==> config.mk <==
export PLATFORM = sky130hd
export DESIGN_NAME = spi_master_arbiter
export DESIGN_NICKNAME = d
export VERILOG_FILES = /design/src/rtl/spi_master_arbiter.sv
export SDC_FILE = /design/constraint.sdc
export NUM_CORES = 1
export LEC_CHECK = 0
export CORE_AREA = 2 2 65 67
export DETAILED_ROUTE_END_ITERATION = 12
export DIE_AREA = 0 0 67 69
export PLACE_DENSITY_LB_ADDON = 0.08
export SYNTH_ARGS = -nofsm -noshare
export SYNTH_HDL_FRONTEND = slang
export SYNTH_SLANG_ARGS = --single-unit
==> constraint.sdc <==
create_clock -name clk -period 2.15 [get_ports clk]
set_input_delay 0.3225 -clock clk [delete_from_list [all_inputs] [get_ports clk]]
set_output_delay 0.3225 -clock clk [all_outputs]
set_load 0.01 [all_outputs]
==> src/rtl/spi_master_arbiter.sv <==
// Two-client SPI master: round-robin arbitration onto one shared 8-bit link,
// MSB first, SCLK idle low, MOSI launched on the rising edge, both sides sample on the falling edge.
module spi_master_arbiter #(
    parameter int CLK_DIV = 4,
    parameter int DATA_W  = 8
) (
    input  logic              clk,
    input  logic              rst,
    input  logic              req0,
    input  logic              req1,
    input  logic [DATA_W-1:0] wdata0,
    input  logic [DATA_W-1:0] wdata1,
    output logic              gnt0,
    output logic              gnt1,
    output logic              busy,
    output logic              done,
    output logic              done_id,
    output logic [DATA_W-1:0] rdata,
    output logic              sclk,
    output logic              mosi,
    input  logic              miso,
    output logic              ss0_n,
    output logic              ss1_n
);

    localparam int DIV_W = (CLK_DIV > 1) ? $clog2(CLK_DIV) : 1;
    localparam int BIT_W = (DATA_W > 1) ? $clog2(DATA_W) : 1;
    localparam logic [DIV_W-1:0] DIV_LAST = DIV_W'(CLK_DIV - 1);
    localparam logic [BIT_W-1:0] BIT_LAST = BIT_W'(DATA_W - 1);

    typedef enum logic [2:0] {
        IDLE,
        SETUP,
        SHIFT_HI,
        SHIFT_LO,
        FINISH
    } state_t;

    state_t            state;
    logic [DIV_W-1:0]  div_cnt;
    logic [BIT_W-1:0]  bit_cnt;
    logic              owner;
    logic              last_srv;
    logic [DATA_W-1:0] tx_sr;
    logic [DATA_W-1:0] rx_sr;
    logic              win0;
    logic              win1;
    logic              phase_end;

    // The grant is decided in the IDLE cycle itself so a request pending during
    // FINISH is granted exactly one cycle after done.
    always_comb begin
        win0      = req0 && (!req1 || last_srv);
        win1      = req1 && (!req0 || !last_srv);
        gnt0      = (state == IDLE) && !rst && win0;
        gnt1      = (state == IDLE) && !rst && win1;
        busy      = (state != IDLE) || gnt0 || gnt1;
        phase_end = (div_cnt == DIV_LAST);
    end

    always_ff @(posedge clk or posedge rst) begin
        if (rst) begin
            state    <= IDLE;
            div_cnt  <= '0;
            bit_cnt  <= '0;
            owner    <= 1'b0;
            last_srv <= 1'b1;
            sclk     <= 1'b0;
            mosi     <= 1'b0;
            ss0_n    <= 1'b1;
            ss1_n    <= 1'b1;
            done     <= 1'b0;
            done_id  <= 1'b0;
            rdata    <= '0;
        end else begin
            case (state)
                IDLE: begin
                    done <= 1'b0;
                    if (win0 || win1) begin
                        state    <= SETUP;
                        owner    <= win1;
                        last_srv <= win1;
                        div_cnt  <= '0;
                        ss0_n    <= !win0;
                        ss1_n    <= !win1;
                        sclk     <= 1'b0;
                        mosi     <= 1'b0;
                    end
                end
                SETUP: begin
                    if (phase_end) begin
                        state   <= SHIFT_HI;
                        div_cnt <= '0;
                        bit_cnt <= '0;
                        sclk    <= 1'b1;
                        mosi    <= tx_sr[DATA_W-1];
                    end else begin
                        div_cnt <= div_cnt + 1'b1;
                    end
                end
                SHIFT_HI: begin
                    if (phase_end) begin
                        state   <= SHIFT_LO;
                        div_cnt <= '0;
                        sclk    <= 1'b0;
                    end else begin
                        div_cnt <= div_cnt + 1'b1;
                    end
                end
                SHIFT_LO: begin
                    if (phase_end) begin
                        div_cnt <= '0;
                        if (bit_cnt == BIT_LAST) begin
                            state   <= FINISH;
                            ss0_n   <= 1'b1;
                            ss1_n   <= 1'b1;
                            done    <= 1'b1;
                            done_id <= owner;
                            rdata   <= rx_sr;
                        end else begin
                            state   <= SHIFT_HI;
                            bit_cnt <= bit_cnt + 1'b1;
                            sclk    <= 1'b1;
                            mosi    <= tx_sr[DATA_W-1];
                        end
                    end else begin
                        div_cnt <= div_cnt + 1'b1;
                    end
                end
                FINISH: begin
                    state <= IDLE;
                    done  <= 1'b0;
                    mosi  <= 1'b0;
                end
                default: begin
                    state <= IDLE;
                end
            endcase
        end
    end

    // Shift registers carry only data; the FSM decides when their contents matter.
    always_ff @(posedge clk) begin
        if (state == IDLE && (win0 || win1)) begin
            tx_sr <= win1 ? wdata1 : wdata0;
        end else if (state == SHIFT_HI && phase_end) begin
            tx_sr <= {tx_sr[DATA_W-2:0], 1'b0};
            rx_sr <= {rx_sr[DATA_W-2:0], miso};
        end
    end

endmodule

[After elaboration in Yosys (flattened, before gate mapping)]
Cells that the tools add are included.
Word-level totals
  output and inout port bits: 17
  word-level logic and storage cells: 101
  register bits: 40
  input port bits: 21
Operators by class
  reduce and logical (&&, ||, !) cells: 39
  muxes and demuxes: 33
  equality and inequality tests: 12
  add/sub/neg operators: 2
  bitwise operators: 1
Operators with widths (number)
  3-bit 2-to-1 mux: 8
  8-bit 2-to-1 mux: 3
  1-bit 2-to-1 mux: 12
  3-bit case mux with 4 select lines: 1
  4-bit AND reduction: 3
  2-bit != test, second input constant: 5
  2-bit nonzero test: 5
  1-bit case mux with 4 select lines: 2
  4-bit nonzero test: 2
  1-bit logical AND: 7
  3-bit by 2-bit == test with 1-bit output, second input constant: 2
  3-bit == test, second input constant: 2
  1-bit zero test: 6
  1-bit case mux with 2 select lines: 3
  3-bit case mux with 2 select lines: 1
  2-bit AND reduction: 3
  3-bit AND reduction: 2
  6-bit AND reduction: 1
  1-bit logical OR: 5
  5-bit AND reduction: 1
  2-bit 2-to-1 mux: 2
  2-bit case mux with 2 select lines: 1
  3-bit by 1-bit adder with 3-bit output, second input constant: 1
  3-bit by 1-bit == test with 1-bit output, second input constant: 1
  8 further kinds: 8

[Logic depth before layout (Yosys ltp)]
Gate-level depths: netlist (run 1).
  word-level depth: 7
  depth in mapped cells: 6
  mapped depth without buffers: 5

[Least setup slack after synthesis (run 1)]
OpenSTA, ideal clock, no wires.
  path type: register -> register
  start: register state[0]
  end: register tx_sr[0], enable pin
  arrival time: 1.582 ns
  setup time: 0.395 ns
  required time: 1.755 ns
  period minus slack after synthesis: 1.977 ns
  cell stages (with the launch flop): 4
  slack: 0.173 ns
  buffers on the path: 2
  cell sequence: dfrtp_1 > buf_2 > buf_2 > nor4_1
Between the ends
  longest elaborated chain between the ends: 3
  elaborated cells on any way between the ends: 5
  classes of those cells: eq/ne: 1; reduce/logical: 4
RTL lines
  start, declared: line 39  | state_t state;
  start signal, assigned: line 63  | state <= IDLE;
  start signal, assigned: line 80  | state <= SETUP;
  start signal, assigned: line 92  | state <= SHIFT_HI;
  3-bit by 2-bit == test with 1-bit output or 3-bit zero test (tied branches): line 146, 144
  1-bit logical AND, on equally long branches: line 146, 144
  2-bit nonzero test (no source line) (*)
  end signal, assigned: line 145  | tx_sr <= win1 ? wdata1 : wdata0;
  end signal, assigned: line 147  | tx_sr <= {tx_sr[DATA_W-2:0], 1'b0};
  end, declared: line 44  | logic [DATA_W-1:0] tx_sr;
Every way passes the cells marked *; elsewhere a longest branch is shown, timed or not.
A chain may end at the register's enable or synchronous reset.

[Final worst setup path (run 1)]
  start: register state[2]
  end: output port gnt0
Between the ends
  longest elaborated chain between the ends: 3
RTL lines
  3-bit zero test: line 55  | gnt0 = (state == IDLE) && !rst && win0;
  1-bit logical AND (2 in series): line 55
  end, declared: line 13  | output logic gnt0,
No other way between the ends.

==> metrics.txt, run 1 <==
DR iter-0 viols 81; Initial Util 48.0%; Final ANT Viol Nets 0; Sinks on Clock Net 40; Internal 1.10 mW; gate count of the mapped netlist 129; M3 GR Usage 5.06%; CTS Buf Count 5; aggregate global routing overflow 0; Reg power frac 56.4%; grt met2 use 27.9%; most used flip-flop cell after synthesis dfrtp_1; number of global-route vias before repair 1278; full die area 4620 um2; Die Wd 67 um; status completed; Comb pwr share 5.6%; Synth Area per Inst 14.5 um2; CP top delay family buffers and inverters; worst reg-to-reg setup slack 400 ps; 1st-pass router iterations 4; clock period minus worst slack 2050 ps; post-synthesis register bit count 40; layout cells sized above 1 27.7%; Hold-fix buffers, CTS 0; Slowest Stage Delay on Critical Path 540 ps; Buf/Inv on CP 1; Setup crit start kind flop; largest net degree at the start of global routing 19; Synth area leaders dfrtp_1, edfxtp_1, mux2_2; met1 Use GR 22.6%; Post-synth EDFFs 16; Critical Path Sink Type output pin; root buffer cell clkbuf_8; area delta synth->final 29.4%; DRT Wirelength 3520 um; Detail Placement HPWL 2650 um; Synth Cell Area 1880 um2; Final Max Tran Viols 0; GP Congestion 0.756; I/O pin total 38; Avg WL per Cell 15.5 um; port buffer count 37; critical path class flop to output pin; worst-case clock skew 10.2 ps; clk slew on worst S/H paths 90 ps; CTS tree yes; number of core rows 23; Worst-Margin Slew 396 ps; Setup Total Neg Slack 0 ps; Max Buffers Root-to-Sink 2; vias per inst 5.22; Hold WC Path Type primary input to asynchronous set/reset pin; number of max-cap violations 0; YS warnings 0; Worst Path Required 1830 ps; Psw 0.299 mW; Worst-Skew Late Latency 300 ps; Max Freq 487 MHz; peak supply drop 0.427 mV; post-synth top area cell dfrtp_1; Final Power 1.40 mW; final setup fails 0; switching share of total power 21.4%; Pwr Density 576 nW/um2; Clk pwr share 38.0%; post-synth cell types 45; DR vias 1186; initial antenna violation count 0; ANT cells 0; crit path max-delay cell type clkdlybuf4s50_1; first-pass GRT wire length 6130 um; top-count cell post-synth dfrtp_1; gr usage total 17.4%; Slew headroom 73.6%; Seq/Total Area, Yosys 57.8%; DRC violations left 0; syn nets 153; most instantiated cells after synthesis dfrtp_1, edfxtp_1, mux2_2; critical-path cell list nor3_4 > o2111a_1 > clkdlybuf4s50_1; Die H 69 um; leakage power 1.03 nW; worst endpoint data arrival time 1730 ps; final-report hold violation count 0; post-synth top area share 28.0%; fin nets 200; CP max FO 6; core box area 3910 um2; Final Cycle Share 95.5%; Most Crowded Layer GR met2; Synth async-reset ratio 60.0%; H-tree levels 2; RSZ-0062 raised after global routing false
[worst reg2reg max path, delay by kind of cell, from the launching register on]
| family | cells | cell delay [ps] |
|---|---|---|
| muxes | 1 | 360 |
| adders and majority gates | 2 | 460 |
| and+or+nand+nor | 2 | 410 |
| DFF | 1 | 410 |
[per-layer routing]
metal  share of wire, %  vias up
li1                   -      570
met1                 44      586
met2                 51       25
met3                3.8        5
met4               0.96        0
met5                  0        -
[kinds of logic (layout without fill, tap and decap cells)]
kind of cell             Yosys count  after routing  synth area share [%]
AND/OR/NAND/NOR                   28             28                  10.5
AO/OA/AOI/OAI                     20             20                  8.53
adder cells (fa/ha/maj)            3              3                  2.00
multiplexers                      27             27                  17.5
buffers and inverters             11             59                  3.67
flip-flops                        40             40                  57.8
[path summary, 6_finish.rpt]
check                                 from         end  depth (start not counted)
worst max register to register  bit_cnt[0]  bit_cnt[1]                          5
max in group asynchronous              rst    last_srv                          3
worst max-delay path              state[2]        gnt0                          3
worst min-delay path                   rst    rdata[4]                          3
worst min register to register    rx_sr[4]    rx_sr[5]                          0
min in group clk                  rx_sr[4]    rx_sr[5]                          0
[state kept, by name, indices dropped and copies added, names as in the netlist, 2 cells and up]
| register | flops |
|---|---|
| tx_sr | 8 |
| bit_cnt | 3 |
| rdata | 8 |
| rx_sr | 8 |
| state | 3 |
| div_cnt | 2 |
[cell usage in the layout (no fill, tap or decap), types with 2 or more instances in the layout]
cell type and instances:
dfstp_2 3, and2_1 2, clkdlybuf4s50_1 37, clkbuf_8 6, edfxtp_1 16, mux2_2 12
inv_1 3, and3_1 4, nand2_1 2, buf_4 10, ha_1 3, nor3_1 3
mux2_1 7, a21oi_1 3, o21ai_0 2, mux2_4 7, a21o_1 3, and3b_1 2
nor2_1 2, o21bai_1 2, dfrtp_1 21, clkinvlp_4 2
[per-stage QoR]
stage / std cells / instance area [um2] / worst slack (ps) / hold slack, ps / utilization [%]
after CTS: 226 / 2420 / 43.2 / 434 / 61.9
after detailed placement: 218 / 2320 / 70.6 / 443 / 59.4
after floorplan: 129 / 1880 / 173 / 349 / -
final: 227 / 2430 / 95.7 / 427 / 62.1
after global routing: 227 / 2430 / 2.12 / 463 / 62.1
after global placement: 218 / 2320 / 107 / 429 / 59.4
[what timing repair did]
| item | CTS | global route |
|---|---|---|
| setup buffers | 0 | 1 |
| endpoints found under the setup margin | 0 | 1 |
| gates resized for setup | 0 | 0 |
[final cells by class]
cell class	instances	area, um2
fill	347	1490
sequential	40	1080
multi-input combinational	78	723
timing repair buffer	47	445
clock buffer	6	82.6
tap	50	62.6
clock inverter	2	15.0
inverter	4	15.0
[power by group through the flow]
stage                     clock (mW)  sequential (mW)  combinational [mW]
after detailed placement           0            0.805              0.0798
after global routing           0.574            0.789              0.0859
final                          0.532            0.789              0.0785
after CTS                      0.548            0.789              0.0800
after floorplan                    0            0.805              0.0270
after global placement             0            0.805              0.0766
(Power assumes the default switching activity.)
==> run 2, diff against run 1 <==
- CTS_BUF_LIST: unset -> sky130_fd_sc_hd__clkbuf_8
- PLACE_DENSITY: unset -> 0.75
- PLACE_DENSITY_LB_ADDON: 0.08 -> unset
==> metrics.txt, run 2 (synthesized netlist as in run 1, its figures left out) <==
status completed; largest registers rdata: 8 flops, rx_sr: 8 flops, tx_sr: 8 flops; hold slack 393 ps; Setup Total Neg Slack 0 ps; critical-path cell list clkdlybuf4s50_1 > buf_4 > inv_1 > o2111a_1 > clkdlybuf4s50_1; initial antenna violation count 0; worst endpoint data arrival time 1750 ps; most frequent cells in the layout clkdlybuf4s50_1, dfrtp_1, edfxtp_1; Top Layer Used met4; Critical Path Sink Type output pin; CP max FO 5; Detail Placement HPWL 2550 um; 1st-pass router iterations 4; CTS Buf Count 5; Final ANT Viol Nets 0; full die area 4620 um2; DRT Wirelength 3520 um; clk slew on worst S/H paths 80 ps; Hold WC Path Type primary input to asynchronous set/reset pin; Max Buffers Root-to-Sink 2; dpl cell area 2320 um2; CP most frequent cell clkdlybuf4s50_1; first-pass GRT wire length 5650 um; layout cells sized above 1 26.7%; met1 WL 1480 um; Die Wd 67 um; FF-to-FF path depth 5; critical path startpoint req1; port buffer count 37; number of global-route vias before repair 1222; Sinks on Clock Net 40; CP top delay family buffers and inverters; R2R Path Start bit_cnt[0]; I/O pin total 38; final-report hold violation count 0; RSZ-0062 raised after global routing false; DR iter-0 viols 33; root buffer cell clkbuf_8; Final Max Tran Viols 0; aggregate global routing overflow 0; Cell Count, Final, Fillers Out 226; vias per inst 5.38; Initial Util 48.0%; number of max-cap violations 0; peak supply drop 0.529 mV; WP depth 5; largest net degree at the start of global routing 19; final instance area 2460 um2; met2 wire len 1810 um; Hold-fix buffers, CTS 0; commonest non-fill, non-tap cell in the layout clkdlybuf4s50_1; worst-case clock skew 8.46 ps; area delta synth->final 31.0%; Buf/Inv on CP 4; Max Freq 483 MHz; GP Congestion 0.806; Worst-Margin Slew 396 ps; number of core rows 23; core box area 3910 um2; critical path class primary input to output pin; Slew headroom 73.6%; fin nets 199; Worst-Skew Late Latency 290 ps; crit path max-delay cell type clkdlybuf4s50_1; Pwr Density 643 nW/um2; Die H 69 um; CTS tree yes; ANT cells 0; Final Cycle Share 96.3%; DR vias 1216; placed cells 217; clock period minus worst slack 2070 ps; Avg WL per Cell 15.6 um; Slowest Stage Delay on Critical Path 530 ps; gr usage total 16.2%; filler cell count 313; Setup crit start kind primary input; routed length on met3 167 um; H-tree levels 2; Worst Path Required 1830 ps; final setup fails 0; leakage power 1.06 nW; DRC violations left 0
## run 2: changes by cell type in the layout (fill, tap and decap cells not counted)
cell and change:
buf_4 -1, bufinv_16 +2, clkbuf_8 -1, clkdlybuf4s50_1 -1, clkinvlp_4 -2, dlymetal6s2s_1 +1
inv_1 +1
## run 2: final cells by class
| cell class | count | area (um2) | share of cell area (%) |
|---|---|---|---|
| sequential | 40 | 1080 | 44.1 |
| timing repair buffer | 46 | 440 | 17.9 |
| inverter | 4 | 15.0 | 0.611 |
| clock inverter | 3 | 63.8 | 2.60 |
| clock buffer | 5 | 68.8 | 2.80 |
| multi-input combinational | 78 | 723 | 29.4 |
| tap | 50 | 62.6 | 2.54 |
## run 2: per-layer routing
metal,track usage (%),vias up
met5,0,-
met3,3.10,7
met2,24.8,38
met1,22.1,600
met4,7.26,0
li1,-,571
## run 2: where the power goes
part / internal [mW] / switching (mW)
registers: 0.789 / 0
clock network: 0.459 / 0.256
logic: 0.0502 / 0.0267
## run 2: path summary, 6_finish.rpt
check / slack (ps) / endpoint
worst max-delay path: 80 / gnt0
worst min register to register: 450 / rx_sr[3]
worst min-delay path: 390 / rdata[6]
max in group asynchronous: 1480 / ss1_n
worst max register to register: 430 / bit_cnt[1]
min in group clk: 450 / rx_sr[3]
## run 2: worst register-to-register path, cell delays in order, from the launching register on
cell and delay (ps):
dfrtp_1 400, ha_1 200, ha_1 240, and2_1 200
nor2_2 210, mux2_2 370
## run 2: per-stage QoR
step | utilization, % | power (mW) | setup slack, ps
global placement | 59.2 | 0.879 | 68.4
finish | 62.8 | 1.58 | 80.6
global route | 62.8 | 1.62 | 24.9
detailed placement | 59.2 | 0.882 | 19.8
CTS | 62.6 | 1.59 | 37.6
floorplan | - | 0.832 | 173
## run 2: timing repair
action                     CTS  global route
resized for setup            0             1
buffers inserted             0             1
setup endpoints to repair    0             2
